File: config.mk
export PLATFORM = sky130hd
export DESIGN_NAME = board_renderer
export DESIGN_NICKNAME = d
export VERILOG_FILES = /design/src/rtl/connect4_pkg.sv /design/src/rtl/xy_scanner.sv /design/src/rtl/board_renderer.sv
export SDC_FILE = /design/constraint.sdc
export NUM_CORES = 1
export LEC_CHECK = 0
export ABC_AREA = 1
export BUFFER_PORTS_ARGS = -buffer_cell sky130_fd_sc_hd__buf_2
export CAP_MARGIN = 20
export CORE_MARGIN = 4
export CORE_UTILIZATION = 23
export DETAILED_ROUTE_END_ITERATION = 12
export PLACE_DENSITY = 0.47
export SYNTH_ARGS = -nofsm -noshare
export SYNTH_HDL_FRONTEND = slang
export SYNTH_SLANG_ARGS = --single-unit
File: constraint.sdc
create_clock -name CLOCK_50 -period 4 [get_ports CLOCK_50]
set_input_delay 0.4 -clock CLOCK_50 [delete_from_list [all_inputs] [get_ports CLOCK_50]]
set_output_delay 0.4 -clock CLOCK_50 [all_outputs]
set_load 0.03 [all_outputs]
File: src/rtl/connect4_pkg.sv
// Shared Connect 4 definitions: player encodings, display colours and board geometry.
package connect4_pkg;

  typedef enum logic [1:0] {
    EMPTY = 2'b00,
    P1    = 2'b01,
    P2    = 2'b10
  } player_e;

  localparam logic [2:0] BLACK  = 3'b000;
  localparam logic [2:0] BLUE   = 3'b001;
  localparam logic [2:0] RED    = 3'b100;
  localparam logic [2:0] YELLOW = 3'b110;
  localparam logic [2:0] WHITE  = 3'b111;

  localparam int BOARD_W = 7;
  localparam int BOARD_H = 6;
  localparam int CELL    = 16;
  localparam int ORG_X   = 24;
  localparam int ORG_Y   = 16;
  localparam int CUR_Y   = 4;
  localparam int CUR_OFF = 4;
  localparam int CUR_SZ  = 8;
  localparam int SCR_W   = 160;
  localparam int SCR_H   = 120;

  typedef enum logic [2:0] {
    S_CLEAR,
    S_BOARD,
    S_CUR_ERASE,
    S_CUR_DRAW,
    S_IDLE,
    S_CELL
  } state_e;

  function automatic logic [2:0] player_colour(input logic [1:0] p);
    case (p)
      P1:      return RED;
      P2:      return YELLOW;
      default: return BLACK;
    endcase
  endfunction

endpackage

File: src/rtl/xy_scanner.sv
// W x H raster counter: i steps fastest, last flags the final (W-1, H-1) position.
module xy_scanner #(
  parameter int W = 16,
  parameter int H = 16
) (
  input  logic                 clk,
  input  logic                 start,
  input  logic                 enable,
  output logic [$clog2(W)-1:0] i,
  output logic [$clog2(H)-1:0] j,
  output logic                 last
);
  localparam int IW = $clog2(W);
  localparam int JW = $clog2(H);

  logic [IW-1:0] i_q, i_d;
  logic [JW-1:0] j_q, j_d;
  logic          i_end, j_end;

  assign i_end = (i_q == IW'(W - 1));
  assign j_end = (j_q == JW'(H - 1));
  assign last  = i_end & j_end;
  assign i     = i_q;
  assign j     = j_q;

  always_comb begin
    i_d = i_q;
    j_d = j_q;
    if (start) begin
      i_d = '0;
      j_d = '0;
    end else if (enable) begin
      if (i_end) begin
        i_d = '0;
        j_d = j_end ? '0 : j_q + JW'(1);
      end else begin
        i_d = i_q + IW'(1);
      end
    end
  end

  always_ff @(posedge clk) begin
    i_q <= i_d;
    j_q <= j_d;
  end

endmodule

File: src/rtl/board_renderer.sv
// Turns Connect 4 game events into one registered VGA pixel write per clock.
import connect4_pkg::*;

module board_renderer #(
  parameter int CELL  = connect4_pkg::CELL,
  parameter int ORG_X = connect4_pkg::ORG_X,
  parameter int ORG_Y = connect4_pkg::ORG_Y,
  parameter int CUR_Y = connect4_pkg::CUR_Y
) (
  input  logic       CLOCK_50,
  input  logic       Reset,
  input  logic       clear_req,
  input  logic       upd_valid,
  output logic       upd_ready,
  input  logic [2:0] upd_row,
  input  logic [2:0] upd_col,
  input  logic [1:0] upd_player,
  input  logic [2:0] cursor_col,
  output logic       busy,
  output logic [7:0] x,
  output logic [6:0] y,
  output logic [2:0] colour,
  output logic       plot
);
  localparam int CW = $clog2(CELL);

  state_e state_q, state_d;
  logic [2:0] brd_row_q, brd_row_d, brd_col_q, brd_col_d;
  logic [2:0] drawn_col_q, drawn_col_d;
  logic [2:0] lat_row_q, lat_row_d, lat_col_q, lat_col_d;
  logic [1:0] lat_player_q, lat_player_d;
  logic [7:0] x_q, x_d;
  logic [6:0] y_q, y_d;
  logic [2:0] colour_q, colour_d;
  logic       plot_q, plot_d, ready_q, ready_d, busy_q, busy_d;

  logic [7:0]    scr_i;
  logic [6:0]    scr_j;
  logic [CW-1:0] cell_i, cell_j;
  logic [2:0]    cur_i, cur_j;
  logic          scr_last, cell_last, cur_last;
  logic          scan_start, lat_ok, cur_ok, frame;
  logic [2:0]    cell_r, cell_c;
  logic [1:0]    cell_p;

  // Every state change (and any abort) rewinds all scanners to their origin.
  assign scan_start = Reset | clear_req | (state_d != state_q);

  xy_scanner #(.W(SCR_W), .H(SCR_H)) u_scr (
    .clk(CLOCK_50), .start(scan_start), .enable(state_q == S_CLEAR),
    .i(scr_i), .j(scr_j), .last(scr_last));

  xy_scanner #(.W(CELL), .H(CELL)) u_cell (
    .clk(CLOCK_50), .start(scan_start),
    .enable((state_q == S_BOARD) || (state_q == S_CELL)),
    .i(cell_i), .j(cell_j), .last(cell_last));

  xy_scanner #(.W(CUR_SZ), .H(CUR_SZ)) u_cur (
    .clk(CLOCK_50), .start(scan_start),
    .enable((state_q == S_CUR_ERASE) || (state_q == S_CUR_DRAW)),
    .i(cur_i), .j(cur_j), .last(cur_last));

  assign lat_ok = (lat_row_q < 3'(BOARD_H)) && (lat_col_q < 3'(BOARD_W)) &&
                  (lat_player_q != 2'b11);
  assign cur_ok = (cursor_col < 3'(BOARD_W));

  always_comb begin
    state_d      = state_q;
    brd_row_d    = '0;
    brd_col_d    = '0;
    drawn_col_d  = drawn_col_q;
    lat_row_d    = lat_row_q;
    lat_col_d    = lat_col_q;
    lat_player_d = lat_player_q;
    case (state_q)
      S_CLEAR: if (scr_last) state_d = S_BOARD;
      S_BOARD: begin
        brd_row_d = brd_row_q;
        brd_col_d = brd_col_q;
        if (cell_last) begin
          if (brd_col_q == 3'(BOARD_W - 1)) begin
            brd_col_d = '0;
            if (brd_row_q == 3'(BOARD_H - 1)) state_d = S_CUR_DRAW;
            else brd_row_d = brd_row_q + 3'd1;
          end else begin
            brd_col_d = brd_col_q + 3'd1;
          end
        end
      end
      S_CUR_ERASE: if (cur_last) state_d = S_CUR_DRAW;
      S_CUR_DRAW:  if (cur_last) state_d = S_IDLE;
      S_CELL:      if (!lat_ok || cell_last) state_d = S_IDLE;
      S_IDLE: begin
        if (ready_q) begin
          if (upd_valid) begin
            state_d      = S_CELL;
            lat_row_d    = upd_row;
            lat_col_d    = upd_col;
            lat_player_d = upd_player;
          end else if (cur_ok && (cursor_col != drawn_col_q)) begin
            state_d = S_CUR_ERASE;
          end
        end
      end
      default: state_d = S_CLEAR;
    endcase
    if (clear_req) state_d = S_CLEAR;
    if ((state_d == S_CUR_DRAW) && (state_q != S_CUR_DRAW) && cur_ok)
      drawn_col_d = cursor_col;
  end

  always_comb begin
    cell_r   = (state_q == S_BOARD) ? brd_row_q : lat_row_q;
    cell_c   = (state_q == S_BOARD) ? brd_col_q : lat_col_q;
    cell_p   = (state_q == S_BOARD) ? EMPTY : lat_player_q;
    frame    = (cell_i < CW'(2)) || (cell_i > CW'(CELL - 3)) ||
               (cell_j < CW'(2)) || (cell_j > CW'(CELL - 3));
    plot_d   = 1'b0;
    x_d      = x_q;
    y_d      = y_q;
    colour_d = colour_q;
    case (state_q)
      S_CLEAR: begin
        plot_d   = 1'b1;
        x_d      = scr_i;
        y_d      = scr_j;
        colour_d = BLACK;
      end
      S_BOARD, S_CELL: begin
        plot_d   = (state_q == S_BOARD) || lat_ok;
        x_d      = 8'(ORG_X) + 8'(CELL) * 8'(cell_c) + 8'(cell_i);
        y_d      = 7'(ORG_Y) + 7'(CELL) * 7'(cell_r) + 7'(cell_j);
        colour_d = frame ? BLUE : player_colour(cell_p);
      end
      S_CUR_ERASE, S_CUR_DRAW: begin
        plot_d   = 1'b1;
        x_d      = 8'(ORG_X) + 8'(CELL) * 8'(drawn_col_q) + 8'(CUR_OFF) + 8'(cur_i);
        y_d      = 7'(CUR_Y) + 7'(cur_j);
        colour_d = (state_q == S_CUR_DRAW) ? WHITE : BLACK;
      end
      default: ;
    endcase
    if (clear_req) plot_d = 1'b0;
    ready_d = (state_q == S_IDLE) && (state_d == S_IDLE);
    busy_d  = ~ready_d;
  end

  always_ff @(posedge CLOCK_50) begin
    if (Reset) begin
      state_q      <= S_CLEAR;
      brd_row_q    <= '0;
      brd_col_q    <= '0;
      drawn_col_q  <= 3'd3;
      lat_row_q    <= '0;
      lat_col_q    <= '0;
      lat_player_q <= '0;
      x_q          <= '0;
      y_q          <= '0;
      colour_q     <= '0;
      plot_q       <= 1'b0;
      ready_q      <= 1'b0;
      busy_q       <= 1'b1;
    end else begin
      state_q      <= state_d;
      brd_row_q    <= brd_row_d;
      brd_col_q    <= brd_col_d;
      drawn_col_q  <= drawn_col_d;
      lat_row_q    <= lat_row_d;
      lat_col_q    <= lat_col_d;
      lat_player_q <= lat_player_d;
      x_q          <= x_d;
      y_q          <= y_d;
      colour_q     <= colour_d;
      plot_q       <= plot_d;
      ready_q      <= ready_d;
      busy_q       <= busy_d;
    end
  end

  assign upd_ready = ready_q;
  assign busy      = busy_q;
  assign x         = x_q;
  assign y         = y_q;
  assign colour    = colour_q;
  assign plot      = plot_q;

endmodule

# After elaboration in Yosys (flattened, before gate mapping)
# Index checks and enable logic that the tools add are counted.
op_classes:
  n_addsub: 16
  magnitude_cmp: 7
  n_eq_ne: 21
  muxes: 29
  n_bitwise: 8
  reduce_logical: 26
ops:
  columns: ["cell", "count"]
  rows:
  - ["$mux 3", 18]
  - ["$pmux 8 s3", 1]
  - ["$eq 3x3->1 const B", 7]
  - ["$pmux 7 s3", 1]
  - ["$pmux 3 s6", 1]
  - ["$add 5x7->8 const A", 2]
  - ["$add 3x1->3 const B", 4]
  - ["$eq 3x2->1 const B", 3]
  - ["$lt 3x3->1 const B", 3]
  - ["$pmux 3 s3", 1]
  - ["$add 4x1->4 const B", 2]
  - ["$add 8x1->8 const B", 1]
  - ["$add 8x3->8", 1]
  - ["$add 8x3->8 const B", 1]
  - ["$add 8x4->8", 1]
  - ["$eq 4x4->1 const B", 2]
  - ["$eq 8x8->1 const B", 1]
  - ["$gt 4x4->1 const B", 2]
  - ["$lt 4x2->1 const B", 2]
  - ["$mux 4", 2]
  - ["$mux 8", 1]
  - ["$reduce_or 2->1", 4]
  - ["$add 5x7->7 const A", 1]
  - ["$add 7x1->7 const B", 1]
  - ["24 further kinds", 44]
word_totals:
  register_bits: 70
  input_bits: 15
  out_inout_bits: 21
  word_cells: 126

# Logic depth before layout (Yosys ltp)
depth:
  ltp_word: 11
  ltp_mapped: 16
  ltp_nobuf: 14

# Modules after synthesis
# From an unflattened synthesis, not the netlist that was laid out.
unflattened:
  cells_unflattened: 566
  area_unflattened_um2: 3856.2
by_module_without_submodules:
  columns: ["mod", "instances", "cells_each", "area_per_inst_um2", "seq_area_each_um2"]
  rows:
  - ["board_renderer", 1, 343, 2285.9, 820.8]
  - ["xy_scanner (u_scr)", 1, 123, 837.1, 300.3]
  - ["xy_scanner (u_cell)", 1, 58, 435.4, 160.2]
  - ["xy_scanner (u_cur)", 1, 42, 297.8, 120.1]

# Worst setup path after synthesis
# No wires, ideal clock.
synth_timing:
  kind: "register to register"
  startpoint: "register state_q[1]"
  endpoint: "register x_q[4] (netlist: x[4])"
  setup_time_ps: 81
  arrival_time_ps: 1863
  required_ps: 3919
  slack_ps: 2056
  stages_incl_launch_ff: 11
  path_buffers: 1
  synth_period_minus_slack_ps: 1944
  cell_sequence: "dfxtp_1 > inv_2 > nand2_4 > nor2_4 > inv_2 > clkbuf_1 > o21ai_0 > inv_1 > ha_1 > or2_2 > a41oi_1"
synth_via:
  elab_chain_len: 5
  word_cells_on_any_way: 12
  classes_between: "add/sub: 2; eq/ne: 4; mux: 2; reduce/logical: 4"
synth_lines:
  columns: ["element", "line_no", "text"]
  rows:
  - ["from (decl)", "board_renderer.sv:27", "state_e state_q, state_d;"]
  - ["from (signal assigned)", "board_renderer.sv:164", "state_q <= state_d;"]
  - ["$eq 3x1->1", "board_renderer.sv:114, board_renderer.sv:122", null]
  - ["$mux 3", "board_renderer.sv:114", "cell_c = (state_q == S_BOARD) ? brd_col_q : lat_col_q;"]
  - ["$add 5x7->8", "board_renderer.sv:131", "x_d = 8'(ORG_X) + 8'(CELL) * 8'(cell_c) + 8'(cell_i);"]
  - ["$add 8x4->8", "board_renderer.sv:131", null]
  - ["$pmux 8 s3", "board_renderer.sv:122", "case (state_q)"]
  - ["to (signal assigned)", "board_renderer.sv:157", "x_q <= '0;"]
  - ["to (signal assigned)", "board_renderer.sv:171", "x_q <= x_d;"]
  - ["to (decl)", "board_renderer.sv:32", "logic [7:0] x_q, x_d;"]
# Several ways; a longest one is shown, not always the timed one.
# A chain may end at the register's enable or synchronous reset.

# Final worst setup path
layout_timing:
  startpoint: "register state_q[1]"
  endpoint: "register y_q[0] (netlist: y[0])"
layout_via:
  elab_chain_len: 3
  word_cells_on_any_way: 9
  classes_between: "eq/ne: 4; mux: 1; reduce/logical: 4"
layout_lines:
  columns: ["element", "line_no", "text"]
  rows:
  - ["$eq 3x2->1 (tied with other cells)", "board_renderer.sv:122", null]
  - ["$reduce_or 2->1", "board_renderer.sv:122", null]
  - ["$pmux 7 s3 / $reduce_bool 3->1 (equally long branches)", null, null]
  - ["to (signal assigned)", "board_renderer.sv:172", "y_q <= y_d;"]
  - ["to (decl)", "board_renderer.sv:33", "logic [6:0] y_q, y_d;"]
# Several ways; a longest one is shown, not always the timed one.

==> run_results.csv <==
group,metric,value,unit
clock_network,htree_levels,3,
global_route,grt_pass1_vias,3350,
route,wl_per_cell,13.4,µm
cells_and_area,final_layout_size_suffix_gt1_share,15.1,%
route,drc,0,
floorplan,die_w,136,µm
timing,period_share,63.0,%
synthesis,syn-mean-instance-area,7.08,µm²
floorplan,dieArea,0.0186,mm²
pwr,vdd_drop_max,0.170,mV
clock_network,cts.repair.resized,0,
floorplan,fp.coreArea,0.0161,mm²
min_path,hp-start,"clear_req",
worst_setup_path,r2r_cells,8,
clock_network,clk_pin_slew_worst_paths,0.05,ns
clock_network,post_cts_buffers,0,
placed_design,port-buffer-count,35,
clock_network,insertion_delay,0.34,ns
floorplan,start_util,23.6,%
placed_design,dp_hpwl,8.12,mm
synthesis,netlist_instances,536,
route,routed_wl,10.5,mm
timing,tightest_slew,0.724,ns
timing,setup_viol,0,
synthesis,synth_fp_nets,569,
synthesis,yosys_warnings,0,
clock_network,cts-buffers-inserted,9,
placed_design,placedInstanceArea,0.00417,mm²
synthesis,synth_area,0.00380,mm²
cells_and_area,finalInstanceArea,0.00445,mm²
floorplan,ios,36,
route,drt_iter0_markers,230,
timing,fmax,397,MHz
route,drt-vias-per-instance,4.40,
global_route,grt_max_degree,30,
pwr,power.internal,1.17,mW
route,vias,3462,
pwr,p_comb_share,2.7,%
worst_setup_path,endpoint,"y[0]",
outcome,outcome,"finished clean",
synthesis,ys_seq_elements,70,
clock_network,cts_tree,"built",
worst_setup_path,cp_max_fo,21,
worst_setup_path,worstReg2RegStart,"state_q[1]",
global_route,grt_pass1_wl,17.4,mm
floorplan,rows,46,
pwr,p_sw_share,21.5,%
pwr,clkPwrFrac,50.4,%
placed_design,gp_congestion,0.856,
synthesis,synth_cell_types,38,
pwr,p_sw,321,µW
timing,finalSetupTns,0,ns
pwr,power_density,336,mW/mm²
worst_setup_path,r2r_setup_slack,1.48,ns
timing,rsz0062_at_grt,"false",
timing,fin_skew,0.00517,ns
clock_network,clockBufferDepth,2,
worst_setup_path,crit_path_start,"state_q[1]",
worst_setup_path,criticalPathCategory,"flop to flop",
global_route,antenna_found_initial,0,
timing,final_hold_viol_count,0,
worst_setup_path,crit_required,4.23,ns
worst_setup_path,r2r-end,"y[0]",
min_path,hold_class,"input pin to flop",
synthesis,synth_area_leaders,"dfxtp_1 (37%), nand2_1 (11%), inv_1 (6.8%)",
clock_network,root_buffer,"clkbuf_16",
cells_and_area,antenna_cells,0,
worst_setup_path,cp.arrival,2.75,ns
global_route,grt-ovfl-total,0,
timing,slew_headroom,51.6,%
cells_and_area,final_nets,601,
synthesis,yosysSeqAreaShare,36.9,%
timing,maxSlewViolCount,0,
timing,period_needed,2.52,ns
pwr,p_leak,1.83,nW
route,drtPass1Iterations,4,
synthesis,synth_top_area_share,36.9,%
flow_run,maxCapViolations,0,
pwr,seq_power_share,46.9,%
worst_setup_path,worstSetupEndpointType,"flop",
cells_and_area,area_growth,17.1,%
clock_network,hold_buffers,0,
worst_setup_path,critPathLaunchType,"flop",
synthesis,yosysTopAreaCell,"dfxtp_1",
clock_network,clock-sinks,70,
floorplan,die_h,136,µm
global_route,track_usage,12.1,%
route,drtAntennaViolNets,0,
pwr,totalPowerFinal,1.50,mW
## stage by stage
step | worst slack [ns] | util [%] | hold slack [ns] | std cells
2_1_floorplan | 2.06 | - | 0.439 | 536
3_3_place_gp | 1.48 | 26.0 | 0.457 | 773
3_5_place_dp | 1.46 | 26.0 | 0.456 | 773
4_1_cts | 1.45 | 27.7 | 0.283 | 787
5_1_grt | 1.19 | 27.7 | 0.292 | 787
6_report | 1.48 | 27.7 | 0.292 | 787
## state kept, by name, summed over array words and instances, names as in the netlist, 3 cells and up
name,flops
brd_col_q,3
brd_row_q,3
colour,3
drawn_col_q,3
lat_col_q,3
lat_row_q,3
state_q,3
u_cell.i,4
u_cell.j,4
u_cur.i,3
u_cur.j,3
u_scr.i,8
u_scr.j,7
x,8
y,7
## critical path, stage by stage, from the launching register on
cell and delay (ns):
dfxtp_1 0.36, inv_2 0.10, nand2_4 0.22, inv_2 0.19, nor2_1 0.60, inv_1 0.49
o21ai_0 0.26, o21bai_1 0.13, inv_1 0.05
## how the worst min path moves through the flow
stage	end	slack, ns	depth (start not counted)
after floorplan	lat_row_q[2]	0.44	2
after global placement	colour[2]	0.46	2
after detailed placement	colour[0]	0.46	2
after CTS	upd_ready	0.28	2
after global routing	upd_ready	0.29	2
final	upd_ready	0.29	2
## cell usage after synthesis
cell type,n
a22oi_1,3
buf_8,1
a21boi_0,1
a21oi_1,34
inv_2,10
nand3_2,1
a31oi_1,4
o21ai_1,4
inv_1,69
nand2_1,110
buf_6,1
o21bai_1,2
nand2_4,1
ha_1,18
or2_2,3
nor2_2,2
nand2_2,3
buf_2,1
a41oi_1,2
o221ai_1,3
nor3b_1,2
nand3_1,29
nor3_1,12
nor2_4,14
buf_4,1
o22ai_1,4
a221oi_1,2
o21ai_0,44
nand4_2,1
nor4_1,4
nor3_2,2
clkbuf_1,11
o21a_1,1
nand4_1,1
nor2_1,54
xor2_1,7
dfxtp_1,70
o211ai_1,4
## cell families (layout without fill, tap and decap cells)
kind of cell	Yosys count	in the layout	synth area share [%]
buffers and inverters	94	129	9.92
flip-flops	70	70	36.9
AO/OA/AOI/OAI	108	108	15.9
XOR/XNOR	7	7	1.61
adder cells (fa/ha/maj)	18	18	5.93
AND/OR/NAND/NOR	239	239	29.7
## cell type report
type / count / area [µm²]
fillers: 1765 / 11600
clock inverters: 1 / 5.00
well taps: 216 / 270
flip-flops and latches: 70 / 1400
multi-input cells: 372 / 2020
inverters: 79 / 297
repair buffers: 36 / 183
clock buffers: 13 / 270
## power groups by stage
stage / Sequential (mW) / Combinational, mW / Clock [mW]
2_1_floorplan: 0.718 / 0.0239 / 0
3_3_place_gp: 0.716 / 0.0410 / 0
3_5_place_dp: 0.716 / 0.0410 / 0
4_1_cts: 0.701 / 0.0412 / 0.779
5_1_grt: 0.701 / 0.0456 / 0.814
6_report: 0.701 / 0.0406 / 0.754
## per-layer routing
metal | track usage (%) | wire [µm] | vias up
li1 | - | - | 1807
met1 | 16.4 | 5230 | 1589
met2 | 18.8 | 4750 | 59
met3 | 3.53 | 442 | 7
met4 | 3.08 | 99 | 0
met5 | 0 | 0 | -
## cell usage in the layout (no fill, tap or decap), drive strengths merged, types with 3 or more instances in the layout
cell type and instances:
nand2 114, inv 79, dfxtp 70, nor2 70
o21ai 48, buf 36, a21oi 34, nand3 30
ha 18, nor3 14, clkbuf 13, xor2 7
nor4 4, o22ai 4, a31oi 4, o211ai 4
o221ai 3, or2 3, a22oi 3
Note: power is estimated with default switching activity, not from simulation.
